<file path="src/rtl/branch_resolve_unit.sv">
// Branch resolve unit: two-stage elastic pipeline that evaluates the branch
// condition, computes target / next PC, flags mispredicts against the
// front-end prediction and keeps saturating branch statistics.
// S1 holds the raw request; S2 holds the resolved result, which drives the
// outputs directly so no input data reaches output data combinationally.
module branch_resolve_unit #(
  parameter int XLEN   = 32,
  parameter int CNT_W  = 16,
  parameter int PC_INC = 4
) (
  input  logic             clk,
  input  logic             rst_n,
  input  logic             flush,
  input  logic             cnt_clr,
  input  logic             in_valid,
  output logic             in_ready,
  input  logic [XLEN-1:0]  a,
  input  logic [XLEN-1:0]  b,
  input  logic [2:0]       br_type,
  input  logic [XLEN-1:0]  pc,
  input  logic [XLEN-1:0]  imm,
  input  logic             pred_taken,
  output logic             out_valid,
  input  logic             out_ready,
  output logic             br_taken,
  output logic             mispredict,
  output logic [XLEN-1:0]  target,
  output logic [XLEN-1:0]  next_pc,
  output logic [CNT_W-1:0] br_count,
  output logic [CNT_W-1:0] mispred_count
);

  localparam logic [2:0] BR_EQ  = 3'b000;
  localparam logic [2:0] BR_NE  = 3'b001;
  localparam logic [2:0] BR_LTU = 3'b010;
  localparam logic [2:0] BR_GEU = 3'b011;
  localparam logic [2:0] BR_LT  = 3'b100;
  localparam logic [2:0] BR_GE  = 3'b101;
  localparam logic [2:0] BR_AL  = 3'b110;
  localparam logic [2:0] BR_NV  = 3'b111;

  localparam logic [XLEN-1:0]  PC_INC_V = XLEN'(PC_INC);
  localparam logic [XLEN-1:0]  XLEN_ZERO = {XLEN{1'b0}};
  localparam logic [CNT_W-1:0] CNT_MAX  = {CNT_W{1'b1}};
  localparam logic [CNT_W-1:0] CNT_ZERO = {CNT_W{1'b0}};
  localparam logic [CNT_W-1:0] CNT_ONE  = {{(CNT_W-1){1'b0}}, 1'b1};

  // stage 1 (request) registers
  logic            s1_valid_r;
  logic [XLEN-1:0] s1_a_r;
  logic [XLEN-1:0] s1_b_r;
  logic [2:0]      s1_type_r;
  logic [XLEN-1:0] s1_pc_r;
  logic [XLEN-1:0] s1_imm_r;
  logic            s1_pred_r;

  // stage 2 (result) registers
  logic            s2_valid_r;
  logic            s2_taken_r;
  logic            s2_mispred_r;
  logic [XLEN-1:0] s2_target_r;
  logic [XLEN-1:0] s2_next_pc_r;

  logic [CNT_W-1:0] br_count_r;
  logic [CNT_W-1:0] mispred_count_r;

  // handshake / advance controls
  logic s2_adv_s;
  logic s1_adv_s;
  logic in_fire_s;
  logic out_fire_s;

  // stage 1 combinational results
  logic            taken_s;
  logic            mispred_s;
  logic [XLEN-1:0] target_s;
  logic [XLEN-1:0] seq_pc_s;
  logic [XLEN-1:0] next_pc_s;

  logic [CNT_W-1:0] br_cnt_nxt_s;
  logic [CNT_W-1:0] mis_cnt_nxt_s;

  // S2 can take a new entry when it is empty or its entry leaves this cycle;
  // S1 follows S2, so in_ready depends only on state and out_ready.
  assign out_fire_s = s2_valid_r & out_ready;
  assign s2_adv_s   = ~s2_valid_r | out_ready;
  assign s1_adv_s   = ~s1_valid_r | s2_adv_s;
  assign in_ready   = s1_adv_s;
  assign in_fire_s  = in_valid & s1_adv_s;

  assign out_valid     = s2_valid_r;
  assign br_taken      = s2_taken_r;
  assign mispredict    = s2_mispred_r;
  assign target        = s2_target_r;
  assign next_pc       = s2_next_pc_r;
  assign br_count      = br_count_r;
  assign mispred_count = mispred_count_r;

  // Evaluate the branch condition on the S1 operands.
  always_comb begin
    taken_s = 1'b0;
    case (s1_type_r)
      BR_EQ:   taken_s = (s1_a_r == s1_b_r);
      BR_NE:   taken_s = (s1_a_r != s1_b_r);
      BR_LTU:  taken_s = (s1_a_r <  s1_b_r);
      BR_GEU:  taken_s = (s1_a_r >= s1_b_r);
      BR_LT:   taken_s = ($signed(s1_a_r) <  $signed(s1_b_r));
      BR_GE:   taken_s = ($signed(s1_a_r) >= $signed(s1_b_r));
      BR_AL:   taken_s = 1'b1;
      BR_NV:   taken_s = 1'b0;
      default: taken_s = 1'b0;
    endcase
  end

  // Target and fall-through addresses wrap modulo 2^XLEN.
  always_comb begin
    target_s  = s1_pc_r + s1_imm_r;
    seq_pc_s  = s1_pc_r + PC_INC_V;
    mispred_s = taken_s ^ s1_pred_r;
    if (taken_s) begin
      next_pc_s = target_s;
    end else begin
      next_pc_s = seq_pc_s;
    end
  end

  // Saturating statistics update; clear wins over a same-cycle increment.
  always_comb begin
    br_cnt_nxt_s  = br_count_r;
    mis_cnt_nxt_s = mispred_count_r;
    if (cnt_clr) begin
      br_cnt_nxt_s  = CNT_ZERO;
      mis_cnt_nxt_s = CNT_ZERO;
    end else if (out_fire_s) begin
      if (br_count_r != CNT_MAX) begin
        br_cnt_nxt_s = br_count_r + CNT_ONE;
      end else begin
        br_cnt_nxt_s = br_count_r;
      end
      if (s2_mispred_r && (mispred_count_r != CNT_MAX)) begin
        mis_cnt_nxt_s = mispred_count_r + CNT_ONE;
      end else begin
        mis_cnt_nxt_s = mispred_count_r;
      end
    end else begin
      br_cnt_nxt_s  = br_count_r;
      mis_cnt_nxt_s = mispred_count_r;
    end
  end

  // S1 occupancy: flush kills it, otherwise it refills whenever it advances.
  always_ff @(posedge clk or negedge rst_n) begin
    if (!rst_n) begin
      s1_valid_r <= 1'b0;
    end else if (flush) begin
      s1_valid_r <= 1'b0;
    end else if (s1_adv_s) begin
      s1_valid_r <= in_valid;
    end else begin
      s1_valid_r <= s1_valid_r;
    end
  end

  // S1 request capture on an input handshake.
  always_ff @(posedge clk or negedge rst_n) begin
    if (!rst_n) begin
      s1_a_r    <= XLEN_ZERO;
      s1_b_r    <= XLEN_ZERO;
      s1_type_r <= 3'b000;
      s1_pc_r   <= XLEN_ZERO;
      s1_imm_r  <= XLEN_ZERO;
      s1_pred_r <= 1'b0;
    end else if (in_fire_s) begin
      s1_a_r    <= a;
      s1_b_r    <= b;
      s1_type_r <= br_type;
      s1_pc_r   <= pc;
      s1_imm_r  <= imm;
      s1_pred_r <= pred_taken;
    end else begin
      s1_a_r    <= s1_a_r;
      s1_b_r    <= s1_b_r;
      s1_type_r <= s1_type_r;
      s1_pc_r   <= s1_pc_r;
      s1_imm_r  <= s1_imm_r;
      s1_pred_r <= s1_pred_r;
    end
  end

  // S2 occupancy: flush kills it, otherwise it takes S1 when it advances.
  always_ff @(posedge clk or negedge rst_n) begin
    if (!rst_n) begin
      s2_valid_r <= 1'b0;
    end else if (flush) begin
      s2_valid_r <= 1'b0;
    end else if (s2_adv_s) begin
      s2_valid_r <= s1_valid_r;
    end else begin
      s2_valid_r <= s2_valid_r;
    end
  end

  // S2 result capture; held while the consumer back-pressures.
  always_ff @(posedge clk or negedge rst_n) begin
    if (!rst_n) begin
      s2_taken_r   <= 1'b0;
      s2_mispred_r <= 1'b0;
      s2_target_r  <= XLEN_ZERO;
      s2_next_pc_r <= XLEN_ZERO;
    end else if (s2_adv_s && s1_valid_r) begin
      s2_taken_r   <= taken_s;
      s2_mispred_r <= mispred_s;
      s2_target_r  <= target_s;
      s2_next_pc_r <= next_pc_s;
    end else begin
      s2_taken_r   <= s2_taken_r;
      s2_mispred_r <= s2_mispred_r;
      s2_target_r  <= s2_target_r;
      s2_next_pc_r <= s2_next_pc_r;
    end
  end

  // Statistics counter registers.
  always_ff @(posedge clk or negedge rst_n) begin
    if (!rst_n) begin
      br_count_r      <= CNT_ZERO;
      mispred_count_r <= CNT_ZERO;
    end else begin
      br_count_r      <= br_cnt_nxt_s;
      mispred_count_r <= mis_cnt_nxt_s;
    end
  end

endmodule

</file>
<file path="config.mk">
export PLATFORM = sky130hd
export DESIGN_NAME = branch_resolve_unit
export DESIGN_NICKNAME = d
export VERILOG_FILES = /design/src/rtl/branch_resolve_unit.sv
export SDC_FILE = /design/constraint.sdc
export NUM_CORES = 1
export LEC_CHECK = 0
export ABC_AREA = 1
export CAP_MARGIN = 20
export CORE_UTILIZATION = 48
export DETAILED_ROUTE_END_ITERATION = 8
export GPL_TIMING_DRIVEN = 0
export PLACE_DENSITY_LB_ADDON = 0.05
export RECOVER_POWER = 25
export SLEW_MARGIN = 20
export SYNTH_ARGS = -nofsm -noshare
export SYNTH_HDL_FRONTEND = slang
export SYNTH_SLANG_ARGS = --single-unit
</file>
<file path="constraint.sdc">
create_clock -name clk -period 2.1 [get_ports clk]
set_clock_uncertainty 0.1 [all_clocks]
set_input_delay 0.315 -clock clk [delete_from_list [all_inputs] [get_ports clk]]
set_output_delay 0.315 -clock clk [all_outputs]
set_load 0.02 [all_outputs]
</file>
# Word-level counts from Yosys, hierarchy flattened
# Cells that the tools add are included.
op_classes:
  n_addsub: 4
  order_cmp: 4
  n_eq_ne: 11
  n_mux: 12
  n_bitwise: 7
  n_reduce_logical: 10
op_table:
  columns: ["op", "count"]
  rows:
  - ["two-way mux 16 bit", 6]
  - [">= comparator 32 bit", 2]
  - ["< comparator 32 bit", 2]
  - ["adder 16 x 1 -> 16 bit, second input constant", 2]
  - ["adder 32 x 3 -> 32 bit, second input constant", 1]
  - ["adder 32 bit", 1]
  - ["equality test 32 bit", 1]
  - ["two-way mux 32 bit", 1]
  - ["!= test 16 bit, second input constant", 2]
  - ["!= test 32 bit", 1]
  - ["equality test 3 bit, second input constant", 4]
  - ["nonzero test 2 bit", 5]
  - ["one-hot mux 1 bit (8 select lines)", 1]
  - ["equality test 3 x 2 -> 1 bit, second input constant", 2]
  - ["two-way mux 1 bit", 4]
  - ["AND reduction 2 bit", 2]
  - ["equality test 3 x 1 -> 1 bit, second input constant", 1]
  - ["logical NOT 3 bit", 1]
  - ["AND 1 bit", 2]
  - ["logical AND 1 bit", 2]
  - ["NOT 1 bit", 2]
  - ["bitwise OR 1 bit", 2]
  - ["XOR 1 bit", 1]
word_totals:
  register_bits: 232
  in_bits: 138
  out_inout_bits: 100
  word_cells: 62

# Depth between registers and ports, before layout
depth:
  ltp_word: 5
  mapped_depth: 21
  ltp_nobuf: 20

# Worst setup path before layout
# OpenSTA, ideal clock, no wires.
synth_timing:
  kind: "register to register"
  startpoint: "register s1_pc_r[0]"
  endpoint: "register s2_next_pc_r[24] (netlist: next_pc[24])"
  setup_ns: 0.118
  arrival_time_ns: 2.094
  t_required_ns: 1.882
  slack_ns: -0.212
  path_stages_with_launch: 17
  n_path_buf: 0
  synth_period_minus_slack_ns: 2.312
  path_cell_list: "dfrtp_1 ha_1 inv_1 fa_1 nand3b_1 nand2_1 a21oi_1 o21bai_1 nand3_1 nand2_1 nand2_1 nand2_1 nand2_1 nand2_1 nand3_1 nand3_1 nand2_1"
synth_via:
  elab_chain_cells: 2
  word_cells_on_any_way: 3
  classes_between: "add/sub (2); mux (1)"
synth_lines:
  columns: ["item", "line_no", "source"]
  rows:
  - ["from (decl)", "53", "logic [XLEN-1:0] s1_pc_r;"]
  - ["from (signal assigned)", "177", "s1_pc_r <= pc;"]
  - ["from (signal assigned)", "184", "s1_pc_r <= s1_pc_r;"]
  - ["adder 32 x 3 -> 32 bit / adder 32 bit (equally long branches)", "118, 117", null]
  - ["two-way mux 32 bit (*)", "120", "if (taken_s) begin"]
  - ["to (signal assigned)", "214", "s2_next_pc_r <= next_pc_s;"]
  - ["to (signal assigned)", "219", "s2_next_pc_r <= s2_next_pc_r;"]
  - ["to (decl)", "62", "logic [XLEN-1:0] s2_next_pc_r;"]
# Every way passes the cells marked *; elsewhere a longest branch is shown, timed or not.
# A chain may end at the register's enable or synchronous reset.

# Worst setup path after layout
layout_timing:
  startpoint: "register s1_b_r[27]"
  endpoint: "register s2_next_pc_r[13] (netlist: next_pc[13])"
layout_via:
  elab_chain_cells: 3
  word_cells_on_any_way: 8
  classes_between: "order compare (4); eq/ne (2); mux (2)"
layout_lines:
  columns: ["item", "line_no", "source"]
  rows:
  - ["from (decl)", "51", "logic [XLEN-1:0] s1_b_r;"]
  - ["from (signal assigned)", "182", "s1_b_r <= s1_b_r;"]
  - [">= comparator 32 bit, or another cell as far along", "108", "BR_GE: taken_s = ($signed(s1_a_r) >= $signed(s1_b_r));"]
  - ["one-hot mux 1 bit (8 select lines) (*)", "102", "case (s1_type_r)"]
  - ["two-way mux 32 bit (*)", "120", null]
# Marks and branches as above.

==> metrics.cfg <==
[synthesis]
synth-seq-area-share_pct = 44.8
synth_seq_cells = 232
synth_commonest_cells = nand2_1, dfrtp_1, inv_1
synth_ff_type = dfrtp_1
synth.largest_area_cell = dfrtp_1
yosys.area.top_type_share_pct = 44.8
synth_cell_type_count = 48
async_flop_share_pct = 100
yosysWarningCount = 0
syn_area_sq_um = 13000
synth_nets = 1727
syn_inst = 1522
synth_area_per_cell_sq_um = 8.52
yosys-top-cells-area = dfrtp_1, nand2_1, mux2_2
synth_edf_count = 0
synth_most_common_cell = nand2_1

[global_route]
grt_usage_pct = 28.3
grt_pass1_vias = 11700
overflow = 0
grt_start_max_net_pins = 87
grt_pass1_wl_mm = 62.4
antenna_found_initial = 1

[worst_setup_path]
crit_slowest_cell = dfrtp_1
cp_cell_sequence = inv_2 -> ha_4 -> a21oi_1 -> o21ai_0 -> nand2_1 -> nand2_1 -> a21oi_4 -> nand3_2 -> nand3_2 -> nand2_4 -> nand3_4 -> nand2_4 -> buf_12 -> buf_12 -> nand3_4 -> nand3_2
crit_path_end_kind = register
startpoint_type = register
path_common_cell = nand3_2
critPathKind = reg2reg
critPathMaxStageDelay_ns = 0.38
cp_max_fo = 6
required_ns = 2.41
arrival_ns = 2.93

[pwr]
p_seq_share_pct = 33.7
switching_share_pct = 35.4
powerDensity_nw_per_um2 = 889
netSwitchingPower_mw = 6.05
internal-power_mw = 11.1
p_clk_share_pct = 27.1
power_frac_comb_pct = 39.3
p_leak_nw = 8.72
peakVddDrop_mv = 0.693
total_power_mw = 17.1

[die]
design.core.area_sq_um = 26300
rows = 59
die_area_sq_um = 27700
chipHeight_um = 166
io_pins = 238
initial_core_util_pct = 49.3
die_x_um = 166

[sta]
slew_headroom_pct = 31.3
min_period_ns = 2.62
report.final.hold_viol_count = 0
rsz0062_at_grt = yes
setup_violations = 116
drv_slew = 0
period_share_pct = 125
tns_ns = -19.95
worst-slew-pin-transition_ns = 1.03
max_freq_mhz = 382
setup_slack_ns = -0.517

[clock_network]
cts_sinks = 232
clock_latency_ns = 0.55
numCtsBuffers = 26
ctsHtreeMaxLevel = 1
clockRootBuffer = clkbuf_16
clk_pin_slew_ns = 0.06
cts_tree = built
cts_buffer_depth = 3

[layout]
area_delta_synth_final_pct = 48.5
antennaDiodeCount = 0
filler_cell_count = 2006
design_area_sq_um = 19300
drive_gt1_share_pct = 28.0
utilization_pct = 73.3
layout.nets = 2078

[min_path]
min-delay-path-class = in2reg

[status]
violations = DRC, setup timing
status = finished with violations

[routing]
first_pass_iters = 9
route.detailed.drc = 18
wl_per_cell_um = 18.2
vias = 12100
viasPerCell = 5.45
ant_nets = 0
routed_wl_mm = 40.5
dr.first_iter.drc_count = 901

[place]
port_buffers = 236
dpl_cell_area_sq_um = 15900
gp_congestion = 0.928
dp_hpwl_mm = 29.6

[job]
drv_cap = 0

## worst paths after layout
check                            from           end  slack, ns  cells after the start
hold / removal                cnt_clr   br_count[8]       0.04                      2
max in group asynchronous       rst_n   s1_pc_r[22]      -0.06                      4
min in group asynchronous       rst_n  br_count[15]       0.41                      2
setup / recovery           s1_b_r[27]   next_pc[13]      -0.52                     16
hold reg to reg            target[26]    target[26]       0.37                      2
setup reg to reg           s1_b_r[27]   next_pc[13]      -0.52                     16
## area by class of cell
| type | instances | area [sq um] | area share (%) |
|---|---|---|---|
| multi-input cells | 1059 | 8000 | 41.6 |
| flip-flops and latches | 232 | 5830 | 30.3 |
| repair buffers | 323 | 3160 | 16.4 |
| clock buffers | 38 | 766 | 3.98 |
| inverters | 181 | 694 | 3.61 |
| well taps | 335 | 419 | 2.18 |
| plain buffers | 50 | 284 | 1.48 |
| clock inverters | 8 | 104 | 0.539 |
## logic make-up (layout without fill, tap and decap cells)
| kind of cell | count (synthesis) | in the layout | synth area share [%] |
|---|---|---|---|
| xor+xnor | 50 | 50 | 3.38 |
| simple gates | 649 | 649 | 22.2 |
| compound gates | 210 | 210 | 8.92 |
| mux | 83 | 83 | 7.21 |
| buf+inv | 231 | 600 | 6.97 |
| flops | 232 | 232 | 44.8 |
| fa+ha+maj | 67 | 67 | 6.52 |
## cell usage in the layout (no fill, tap or decap), types with 44 or more instances in the layout
cell type / n
dfrtp_1: 215
a21oi_1: 94
nand3_2: 44
nand2_1: 248
mux2_2: 83
nand4_1: 49
clkdlybuf4s50_1: 232
inv_1: 162
nand3_1: 63
nor2_1: 105
buf_4: 58
## routing by layer
layer	global-route usage, %	routed length [um]
met5	0	11
met3	4.77	2850
met4	5.84	934
met2	44.7	18700
met1	41.1	18100
## state kept, by name (all words and copies together) (netlist names), 16 cells and up
signal,flops
next_pc,32
s1_a_r,32
s1_pc_r,32
s1_b_r,32
mispred_count,16
s1_imm_r,32
target,32
br_count,16
## timing repair
action,in CTS,in global routing
resized for setup,231,190
gates cloned,5,0
setup endpoints to repair,192,140
hold buffers,1,0
setup buffers,33,49
pin swaps,76,102
hold endpoints to repair,73,0
## per-stage QoR
| stage | setup slack (ns) | cells | hold WS [ns] |
|---|---|---|---|
| 6_report | -0.517 | 2226 | 0.0399 |
| 5_1_grt | -0.650 | 2226 | 0.0826 |
| 4_1_cts | -0.491 | 2180 | 0.0223 |
| 3_5_place_dp | -0.757 | 2095 | 0.214 |
| 3_3_place_gp | -9.36 | 2093 | 0.357 |
| 2_1_floorplan | -0.148 | 1522 | -0.0806 |
## power groups by stage
| stage | Clock [mW] | Combinational (mW) | Sequential (mW) |
|---|---|---|---|
| floorplan | 0 | 2.44 | 6.20 |
| global placement | 0 | 5.03 | 5.75 |
| detailed placement | 0 | 5.12 | 5.76 |
| CTS | 4.68 | 5.97 | 5.73 |
| global route | 4.86 | 7.21 | 5.85 |
| finish | 4.63 | 6.72 | 5.77 |
## worst max-delay path: cells and delay by family, from the launching register on
kind / cells / cell delay [ns]
fa+ha+maj: 1 / 0.21
buf+inv: 3 / 0.36
simple gates: 9 / 0.93
compound gates: 3 / 0.50
flops: 1 / 0.38
(Power assumes the default switching activity.)
